### src/rtl/cpu_run_ctrl_pkg.sv
// Shared definitions for the CPU run controller: FSM state codes,
// the PC width and the breakpoint compare helper.
package cpu_run_ctrl_pkg;

    // Width of the fetch PC and the breakpoint address.
    localparam int PC_W = 32;

    // Run-control FSM state codes; the numeric values are visible on the
    // state output, so they must stay fixed.
    typedef enum logic [1:0] {
        ST_IDLE  = 2'd0,
        ST_RUN   = 2'd1,
        ST_STEP  = 2'd2,
        ST_BREAK = 2'd3
    } run_state_e;

    // True when breakpoints are enabled and the current PC equals the
    // breakpoint address.
    function automatic logic bp_match(
        input logic            en,
        input logic [PC_W-1:0] pc_v,
        input logic [PC_W-1:0] addr_v
    );
        return en && (pc_v == addr_v);
    endfunction

endpackage

### src/rtl/cpu_run_ctrl_btn_debounce.sv
// Push-button conditioner: two-flop synchroniser, debounce counter and
// rising-edge detector. The debounced level only changes after DEB_CYC
// consecutive synchronised samples that disagree with the current level;
// any sample agreeing with the level restarts the count.
module btn_debounce #(
    parameter int DEB_CYC = 1000000
) (
    input  logic CLK,
    input  logic rstn,
    input  logic raw,
    output logic level,
    output logic rise_pulse
);

    // Counter only has to reach DEB_CYC-1; keep at least one bit.
    localparam int CNT_W = (DEB_CYC > 1) ? $clog2(DEB_CYC) : 1;
    localparam logic [CNT_W-1:0] CNT_LAST = CNT_W'(DEB_CYC - 1);

    logic             r_sync1;
    logic             r_sync2;
    logic [CNT_W-1:0] r_cnt;
    logic             r_level;
    logic             r_level_d;

    // Bring the asynchronous button into the CLK domain.
    always_ff @(posedge CLK) begin
        if (!rstn) begin
            r_sync1 <= 1'b0;
            r_sync2 <= 1'b0;
        end else begin
            r_sync1 <= raw;
            r_sync2 <= r_sync1;
        end
    end

    // Count consecutive samples that differ from the accepted level and
    // accept the new value once the count is complete.
    always_ff @(posedge CLK) begin
        if (!rstn) begin
            r_cnt   <= '0;
            r_level <= 1'b0;
        end else if (r_sync2 == r_level) begin
            r_cnt   <= '0;
        end else if (r_cnt == CNT_LAST) begin
            r_cnt   <= '0;
            r_level <= r_sync2;
        end else begin
            r_cnt   <= r_cnt + CNT_W'(1);
        end
    end

    // Delayed copy of the level for edge detection.
    always_ff @(posedge CLK) begin
        if (!rstn) begin
            r_level_d <= 1'b0;
        end else begin
            r_level_d <= r_level;
        end
    end

    assign level      = r_level;
    assign rise_pulse = r_level & ~r_level_d;

endmodule

### src/rtl/cpu_run_ctrl.sv
// CPU run controller: turns a run switch, a single-step button and a
// PC breakpoint into a pipeline clock enable, and counts enabled cycles.
// The FSM state is exported on the state port for observation.
module cpu_run_ctrl
    import cpu_run_ctrl_pkg::*;
#(
    parameter int CYC_W   = 32,
    parameter int DEB_CYC = 1000000
) (
    input  logic             CLK,
    input  logic             rstn,
    input  logic             run_sw,
    input  logic             step_btn,
    input  logic             bp_en,
    input  logic [PC_W-1:0]  bp_addr,
    input  logic [PC_W-1:0]  pc,
    input  logic             cyc_clr,
    output logic             cpu_en,
    output logic [CYC_W-1:0] cycles,
    output logic [1:0]       state,
    output logic             bp_hit
);

    // Run switch path: synchroniser and edge detector, no debounce.
    logic       r_run_s1;
    logic       r_run_s2;
    logic       r_run_d;
    logic [1:0] r_run_vld;
    logic       r_run_armed;
    logic       w_run_rise;

    // Step button path.
    logic       w_step_level;
    logic       w_step_rise;
    logic       w_step_pulse;

    // FSM, counter and breakpoint status.
    run_state_e       r_state;
    run_state_e       w_next_state;
    logic [CYC_W-1:0] r_cycles;
    logic             r_bp_hit;
    logic             w_bp_match;
    logic             w_cpu_en;

    // Synchronise run_sw and remember the previous synchronised value.
    always_ff @(posedge CLK) begin
        if (!rstn) begin
            r_run_s1 <= 1'b0;
            r_run_s2 <= 1'b0;
            r_run_d  <= 1'b0;
        end else begin
            r_run_s1 <= run_sw;
            r_run_s2 <= r_run_s1;
            r_run_d  <= r_run_s2;
        end
    end

    // The synchroniser flops hold reset values, not real samples, for two
    // cycles after reset. A run edge is only honoured once a genuine low
    // has been sampled, so a switch held high through reset never starts
    // a run.
    always_ff @(posedge CLK) begin
        if (!rstn) begin
            r_run_vld   <= 2'b00;
            r_run_armed <= 1'b0;
        end else begin
            r_run_vld   <= {r_run_vld[0], 1'b1};
            r_run_armed <= r_run_armed | (r_run_vld[1] & ~r_run_s2);
        end
    end

    assign w_run_rise = r_run_s2 & ~r_run_d & r_run_armed;

    btn_debounce #(
        .DEB_CYC (DEB_CYC)
    ) u_step_deb (
        .CLK        (CLK),
        .rstn       (rstn),
        .raw        (step_btn),
        .level      (w_step_level),
        .rise_pulse (w_step_rise)
    );

    // The rise pulse already implies a high level; gating keeps the pulse
    // tied to the accepted level.
    assign w_step_pulse = w_step_rise & w_step_level;

    assign w_bp_match = bp_match(bp_en, pc, bp_addr);

    // Next-state logic. Run edges take priority over steps in IDLE; in
    // BREAK only a step or a dropped switch leaves the state, so changes
    // to the breakpoint inputs there have no effect.
    always_comb begin
        w_next_state = r_state;
        case (r_state)
            ST_IDLE: begin
                if (w_run_rise) begin
                    w_next_state = ST_RUN;
                end else if (w_step_pulse) begin
                    w_next_state = ST_STEP;
                end
            end
            ST_RUN: begin
                if (!r_run_s2) begin
                    w_next_state = ST_IDLE;
                end else if (w_bp_match) begin
                    w_next_state = ST_BREAK;
                end
            end
            ST_STEP: begin
                w_next_state = ST_IDLE;
            end
            ST_BREAK: begin
                if (w_step_pulse) begin
                    w_next_state = ST_STEP;
                end else if (!r_run_s2) begin
                    w_next_state = ST_IDLE;
                end
            end
            default: begin
                w_next_state = ST_IDLE;
            end
        endcase
    end

    // State register with breakpoint flag registered alongside it.
    always_ff @(posedge CLK) begin
        if (!rstn) begin
            r_state  <= ST_IDLE;
            r_bp_hit <= 1'b0;
        end else begin
            r_state  <= w_next_state;
            r_bp_hit <= (w_next_state == ST_BREAK);
        end
    end

    // Enable is suppressed in the very cycle the PC reaches the breakpoint,
    // so the instruction at bp_addr is not fetched before the stop.
    assign w_cpu_en = ((r_state == ST_RUN) && !w_bp_match) || (r_state == ST_STEP);

    // Enabled-cycle counter; clear wins over increment, wraps naturally.
    always_ff @(posedge CLK) begin
        if (!rstn) begin
            r_cycles <= '0;
        end else if (cyc_clr) begin
            r_cycles <= '0;
        end else if (w_cpu_en) begin
            r_cycles <= r_cycles + CYC_W'(1);
        end
    end

    assign cpu_en = w_cpu_en;
    assign cycles = r_cycles;
    assign state  = r_state;
    assign bp_hit = r_bp_hit;

endmodule

### config.mk
export PLATFORM = sky130hd
export DESIGN_NAME = cpu_run_ctrl
export DESIGN_NICKNAME = d
export VERILOG_FILES = /design/src/rtl/cpu_run_ctrl_pkg.sv /design/src/rtl/cpu_run_ctrl_btn_debounce.sv /design/src/rtl/cpu_run_ctrl.sv
export SDC_FILE = /design/constraint.sdc
export NUM_CORES = 1
export LEC_CHECK = 0
export CAP_MARGIN = 10
export CORE_MARGIN = 4
export CORE_UTILIZATION = 48
export CTS_BUF_LIST = sky130_fd_sc_hd__clkbuf_4
export DETAILED_ROUTE_END_ITERATION = 10
export PLACE_DENSITY = 0.83
export SKIP_CTS_REPAIR_TIMING = 1
export SYNTH_ARGS = -nofsm -noshare
export SYNTH_HDL_FRONTEND = slang
export SYNTH_SLANG_ARGS = --single-unit
### constraint.sdc
create_clock -name CLK -period 2.2 [get_ports CLK]
set_input_delay 0.33 -clock CLK [delete_from_list [all_inputs] [get_ports CLK]]
set_output_delay 0.33 -clock CLK [all_outputs]
set_load 0.005 [all_outputs]
==> reports/results.ini, run 1 <==
[final_layout]
fin_util_pct = 69.49
fin_area_sq_mm = 0.004747
fin_nets = 565
antenna_cells = 0
area_growth_pct = 40.26
drive_gt1_share_pct = 7.028

[global_routing]
track_usage_pct = 19.23
antenna_found_initial = 0
overflow = 0
grt_pass1_vias = 2978
grt_max_degree = 56
grt_pass1_wl_um = 13320

[detailed_routing]
drt_iter0_drc = 172
remaining_drc_errors = 0
wl_per_cell_um = 13.73
vias_per_cell = 5.493
via_count = 3263
wl_um = 8154
drtAntennaViolNets = 0
first_pass_iters = 4

[floorplanning]
core_area_sq_mm = 0.006832
start_util_pct = 49.54
fp.dieH_um = 91.97
die_x_um = 91.97
top_level_ports = 106
dieArea_sq_mm = 0.008458
rows = 30

[worst_hold_path]
hold_depth = 1
min_to = r_run_s2
hold_path_class = reg2reg
hold_path_startpoint = r_run_s1

[logic_synthesis]
ys_warn_count = 0
synth_top_area_cell = dfxtp_1
synthCells = 389
synth.avg_cell_area_sq_um = 8.701
yosys_register_bits = 65
syn_nets = 461
async_flop_share_pct = 0
yosysUniqueCellTypes = 37
synth_area_leaders = dfxtp_1 (38%), xnor2_1 (9.8%), nand3_1 (4.3%)
synth-seq-area-share_pct = 38.45
synth_edf_count = 0
ys.flop_type = dfxtp_1
synthesis.area_sq_mm = 0.003384
synth_top_area_share_pct = 38.45

[placed_design]
post_dp_cell_area_sq_mm = 0.004556
io_buffers = 105
place_congestion = 0.8331
place_hpwl_um = 6064

[worst_setup_path]
r2r_slack_ns = 0.14
crit_path_start_kind = input port
endpoint_kind = output port
crit_required_ns = 1.87
cp_max_fo = 2
path_class = in2out
reg2reg_depth = 6
arrival_ns = 1.77
reg2reg_from = cycles[5]
r2r-end = cycles[28]

[job]
cap_violations = 0

[sta]
tightest_slew_ns = 0.4859
hold_viol = 0
relSlewSlack_pct = 67.60
skew_ns = 0.01883
max_freq_mhz = 476.7
fin_crit_ns = 2.098
period_share_pct = 95.35
rsz0062_at_grt = no
slew_viol_final = 0
setup_violations = 0

[clock_tree]
htree_num_levels = 3
cts.clk_slew.worst_paths_ns = 0.11
clock_sinks = 65
clk_latency_ns = 0.42
cts_tree = yes
cts_max_path_buffers = 2
root_buffer = clkbuf_4
cts_buffers = 9

[power]
p_leak_nw = 1.578
total_power_mw = 2.348
powerDensity_mw_per_mm2 = 494.7
ir_worst_vdd_v = 0.0002839

[outcome]
status = completed

## layout by cell type (no fill, tap or decap), types with 3 or more instances in the layout
cell type	n
a21oi_1	10
and2_1	9
and3_1	8
and4_1	4
buf_4	12
clkbuf_4	9
clkdlybuf4s50_1	102
clkinvlp_4	3
dfxtp_1	65
dlymetal6s2s_1	3
inv_1	4
mux2i_1	11
nand2_1	26
nand2b_1	23
nand3_1	29
nand4_1	16
nor2_1	24
nor2b_1	4
nor3_1	4
nor4_1	10
o21ai_0	9
o311ai_0	10
o311ai_1	4
o41ai_1	14
or3_1	10
xnor2_1	37
xor2_1	14
## routing by layer
metal / vias up / routed length [um] / GRT usage [%] / part of all wire (%)
met1: 1507 / 3397 / 23.09 / 42
li1: 1624 / - / - / -
met2: 123 / 3957 / 32.24 / 49
met5: - / 0 / 0 / 0
met3: 9 / 726 / 6.645 / 8.9
met4: 0 / 72 / 6.064 / 0.88
## metrics by stage
step	cells	setup TNS (ns)	hold slack (ns)	setup slack, ns
after floorplan	389	0	0.3577	0.2564
after global placement	578	-7.075	0.4155	-0.2825
after detailed placement	578	-7.934	0.4203	-0.2934
after CTS	594	-0.3002	0.4484	-0.3002
after global routing	594	0	0.4687	0.0001867
final	594	0	0.4457	0.1023
## worst max-delay path by stage
| stage | from | to | slack (ns) | depth (start not counted) |
|---|---|---|---|---|
| global route | bp_addr[14] | cpu_en | 0.0002 | 7 |
| finish | pc[17] | cpu_en | 0.10 | 7 |
| detailed placement | bp_addr[19] | cpu_en | -0.29 | 7 |
| CTS | pc[17] | cpu_en | -0.30 | 7 |
| global placement | bp_addr[0] | cpu_en | -0.28 | 7 |
| floorplan | cycles[2] | cycles[21] | 0.26 | 7 |
## state kept, by name, indices dropped and copies added (netlist names)
signal                count
cycles                   32
r_run_vld                 2
bp_hit                    1
r_run_s1                  1
state                     2
u_step_deb.r_cnt         20
u_step_deb.level          1
u_step_deb.r_sync1        1
u_step_deb.r_sync2        1
u_step_deb.r_level_d      1
r_run_armed               1
r_run_s2                  1
r_run_d                   1
## critical path, stage by stage
cell,delay [ns]
clkdlybuf4s50_1,0.49
xnor2_1,0.12
nand3_1,0.09
nor3_2,0.21
and4_1,0.28
nor2_2,0.08
dlymetal6s2s_1,0.17
## power breakdown
part,internal (mW),switching (mW)
Combinational,0.167,0.0780
Clock,0.458,0.457
Sequential,1.18,0.00403
## Yosys cell counts, types with 10 or more instances
cell and n:
a21oi_1 10, clkbuf_1 19, dfxtp_1 65, mux2i_1 11
nand2_1 26, nand2b_1 23, nand3_1 29, nand4_1 16
nor2_1 25, nor4_1 10, o311ai_0 10, o41ai_1 14
or3_1 10, xnor2_1 38, xor2_1 14
## cell type report
type | count | area [sq um]
clock buffer | 9 | 67.56
clock inverter | 7 | 95.09
fill | 571 | 2085
inverter | 4 | 15.01
multi-input combinational | 295 | 1979
sequential | 65 | 1301
tap | 96 | 120.1
timing repair buffer | 118 | 1169
## cells by family after synthesis
logic type,after synthesis,synth area share [%]
AND/OR/NAND/NOR,179,29.32
flip-flops,65,38.45
AO/OA/AOI/OAI,51,11.02
buffers and inverters,29,3.770
multiplexers,11,3.253
adder cells (fa/ha/maj),2,0.7393
XOR/XNOR,52,13.46
Power figures use the tool's default switching activity.
==> run 2, diff against run 1 <==
- CAP_MARGIN: 10 -> 20
==> results of run 2 <==
Same layout as run 1: the final DEF is identical, and so are final timing and power.
==> run 3, diff against run 2 <==
- CORE_UTILIZATION: 48 -> 27
- PLACE_DENSITY: 0.83 -> 0.52
==> run 3 against run 2 <==
  * Non-clock buffer count increased by 4
  * First-iteration DRC count shrank 6.4%
  * Sequential share of layout area down 0.62 points
  * Final cell count increased by 13%
  * Design area is 2.3% higher
  * Register-to-register slack is essentially flat
  * Worst hold slack worse by 0.013 ns
  * Via count decreased by 1.4%
  * Global-route usage shrank 6.6 points
  * Count of clock-buffer cells in the layout is 1 higher
==> reports/results.ini, run 3 (synthesis results as in run 1) <==
[sta]
rsz0062_at_grt = no
skew_ns = 0.01973
setup_violations = 0
slew_viol_final = 0
fin_crit_ns = 2.065
hold_slack_ns = 0.4328
hold_viol = 0
fin_tns_setup_ns = 0
relSlewSlack_pct = 66.53
max_freq_mhz = 484.3
tightest_slew_ns = 0.5020
period_share_pct = 93.86

[power]
power_frac_comb_pct = 10.5
p_clk_share_pct = 38.8
p_leak_nw = 1.610
seqPwrFrac_pct = 50.7
power.internal_mw = 1.820
p_switching_mw = 0.5230
ir_worst_vdd_v = 0.0001877
swShare_pct = 22.33
powerDensity_mw_per_mm2 = 482.3

[final_layout]
fin_nets = 569
fin_area_sq_mm = 0.004857
layout_commonest_cell = clkdlybuf4s50_1
fin_cells = 671
final_cell_mix = clkdlybuf4s50_1 (100), dfxtp_1 (65), xnor2_1 (37)
area_growth_pct = 43.51
drive_gt1_share_pct = 7.769
largest_register_ffs = 32

[clock_tree]
cts_max_path_buffers = 2
cts_buffers = 9
htree_num_levels = 3
clk_latency_ns = 0.43
cts.clk_slew.worst_paths_ns = 0.11
clock_sinks = 65
root_buffer = clkbuf_4
cts_tree = yes

[detailed_routing]
first_pass_iters = 4
remaining_drc_errors = 0
via_count = 3218
wl_um = 8865
wl_per_cell_um = 13.21
vias_per_cell = 4.796
drt_iter0_drc = 161
drtAntennaViolNets = 0

[placed_design]
placed_cells = 654
io_buffers = 105
place_hpwl_um = 6690
place_congestion = 0.7618
post_dp_cell_area_sq_mm = 0.004676

[worst_setup_path]
crit_path_start_kind = input port
arrival_ns = 1.73
path_class = in2out
endpoint_kind = output port
crit_required_ns = 1.87
cp_max_fo = 2

[floorplanning]
fp.dieH_um = 120.0
start_util_pct = 27.83
top_level_ports = 106
core_area_sq_mm = 0.01216
die_x_um = 120.0
rows = 40
dieArea_sq_mm = 0.01439

[global_routing]
use_met3_pct = 5.231
overflow = 0
track_usage_pct = 12.60
antenna_found_initial = 1
grtUsageMet2_pct = 19.42
grt.busiest_layer = met2
grt_max_degree = 56
use_met1_pct = 15.74
grt_pass1_vias = 3119
grt_pass1_wl_um = 14810

[worst_hold_path]
hold_path_class = reg2reg

[outcome]
status = completed

[job]
cap_violations = 0

-- run 3: changes by cell type in the layout (fill, tap and decap cells not counted), sizes merged --
cell           before  now
clkbuf              9   11
dlymetal6s2s        3    4
clkinv              2    4
clkinvlp            3    0
diode               0    1
buf                13   17
clkdlybuf4s50     102  100
-- run 3: final cells by class --
class                   instances  area [sq um]
diodes                          1         2.502
clock buffers                  10         75.07
clock inverters                 6         82.58
fillers                      1235          7305
inverters                       4         15.01
multi-input cells             295          1974
flip-flops and latches         65          1301
well taps                     168         210.2
repair buffers                122          1196
-- run 3: path summary, 6_finish.rpt --
kind | depth (start not counted) | slack [ns] | from | endpoint
setup reg to reg | 6 | 0.14 | cycles[18] | cycles[31]
hold reg to reg | 1 | 0.43 | r_run_s1 | r_run_s2
setup / recovery | 7 | 0.14 | pc[14] | cpu_en
hold / removal | 1 | 0.43 | r_run_s1 | r_run_s2
-- run 3: critical path, cell delays in order --
cell             delay [ns]
clkdlybuf4s50_1        0.47
xnor2_1                0.12
nand4_1                0.13
nor4b_2                0.25
and4_1                 0.25
nor2_2                 0.06
clkbuf_2               0.12
-- run 3: layer usage --
layer / part of all wire, % / vias up
met2: 45 / 112
met4: 1.3 / 0
met3: 8.3 / 8
met1: 45 / 1471
li1: - / 1627
met5: 0 / -
-- run 3: power by group through the flow --
stage	combinational (mW)	sequential [mW]	clock, mW
after detailed placement	0.250	1.21	0
final	0.247	1.19	0.909
after CTS	0.250	1.19	0.955
after global placement	0.246	1.21	0
after global routing	0.268	1.19	1.01
after floorplan	0.0921	1.21	0
-- run 3: through the flow --
stage / setup WS [ns] / util (%) / total power [mW]
finish: 0.1351 / 39.94 / 2.343
detailed placement: -0.2652 / 38.45 / 1.464
CTS: -0.2526 / 39.74 / 2.393
global placement: -0.2910 / 38.45 / 1.460
global route: 0.01253 / 39.94 / 2.470
floorplan: 0.2564 / - / 1.306
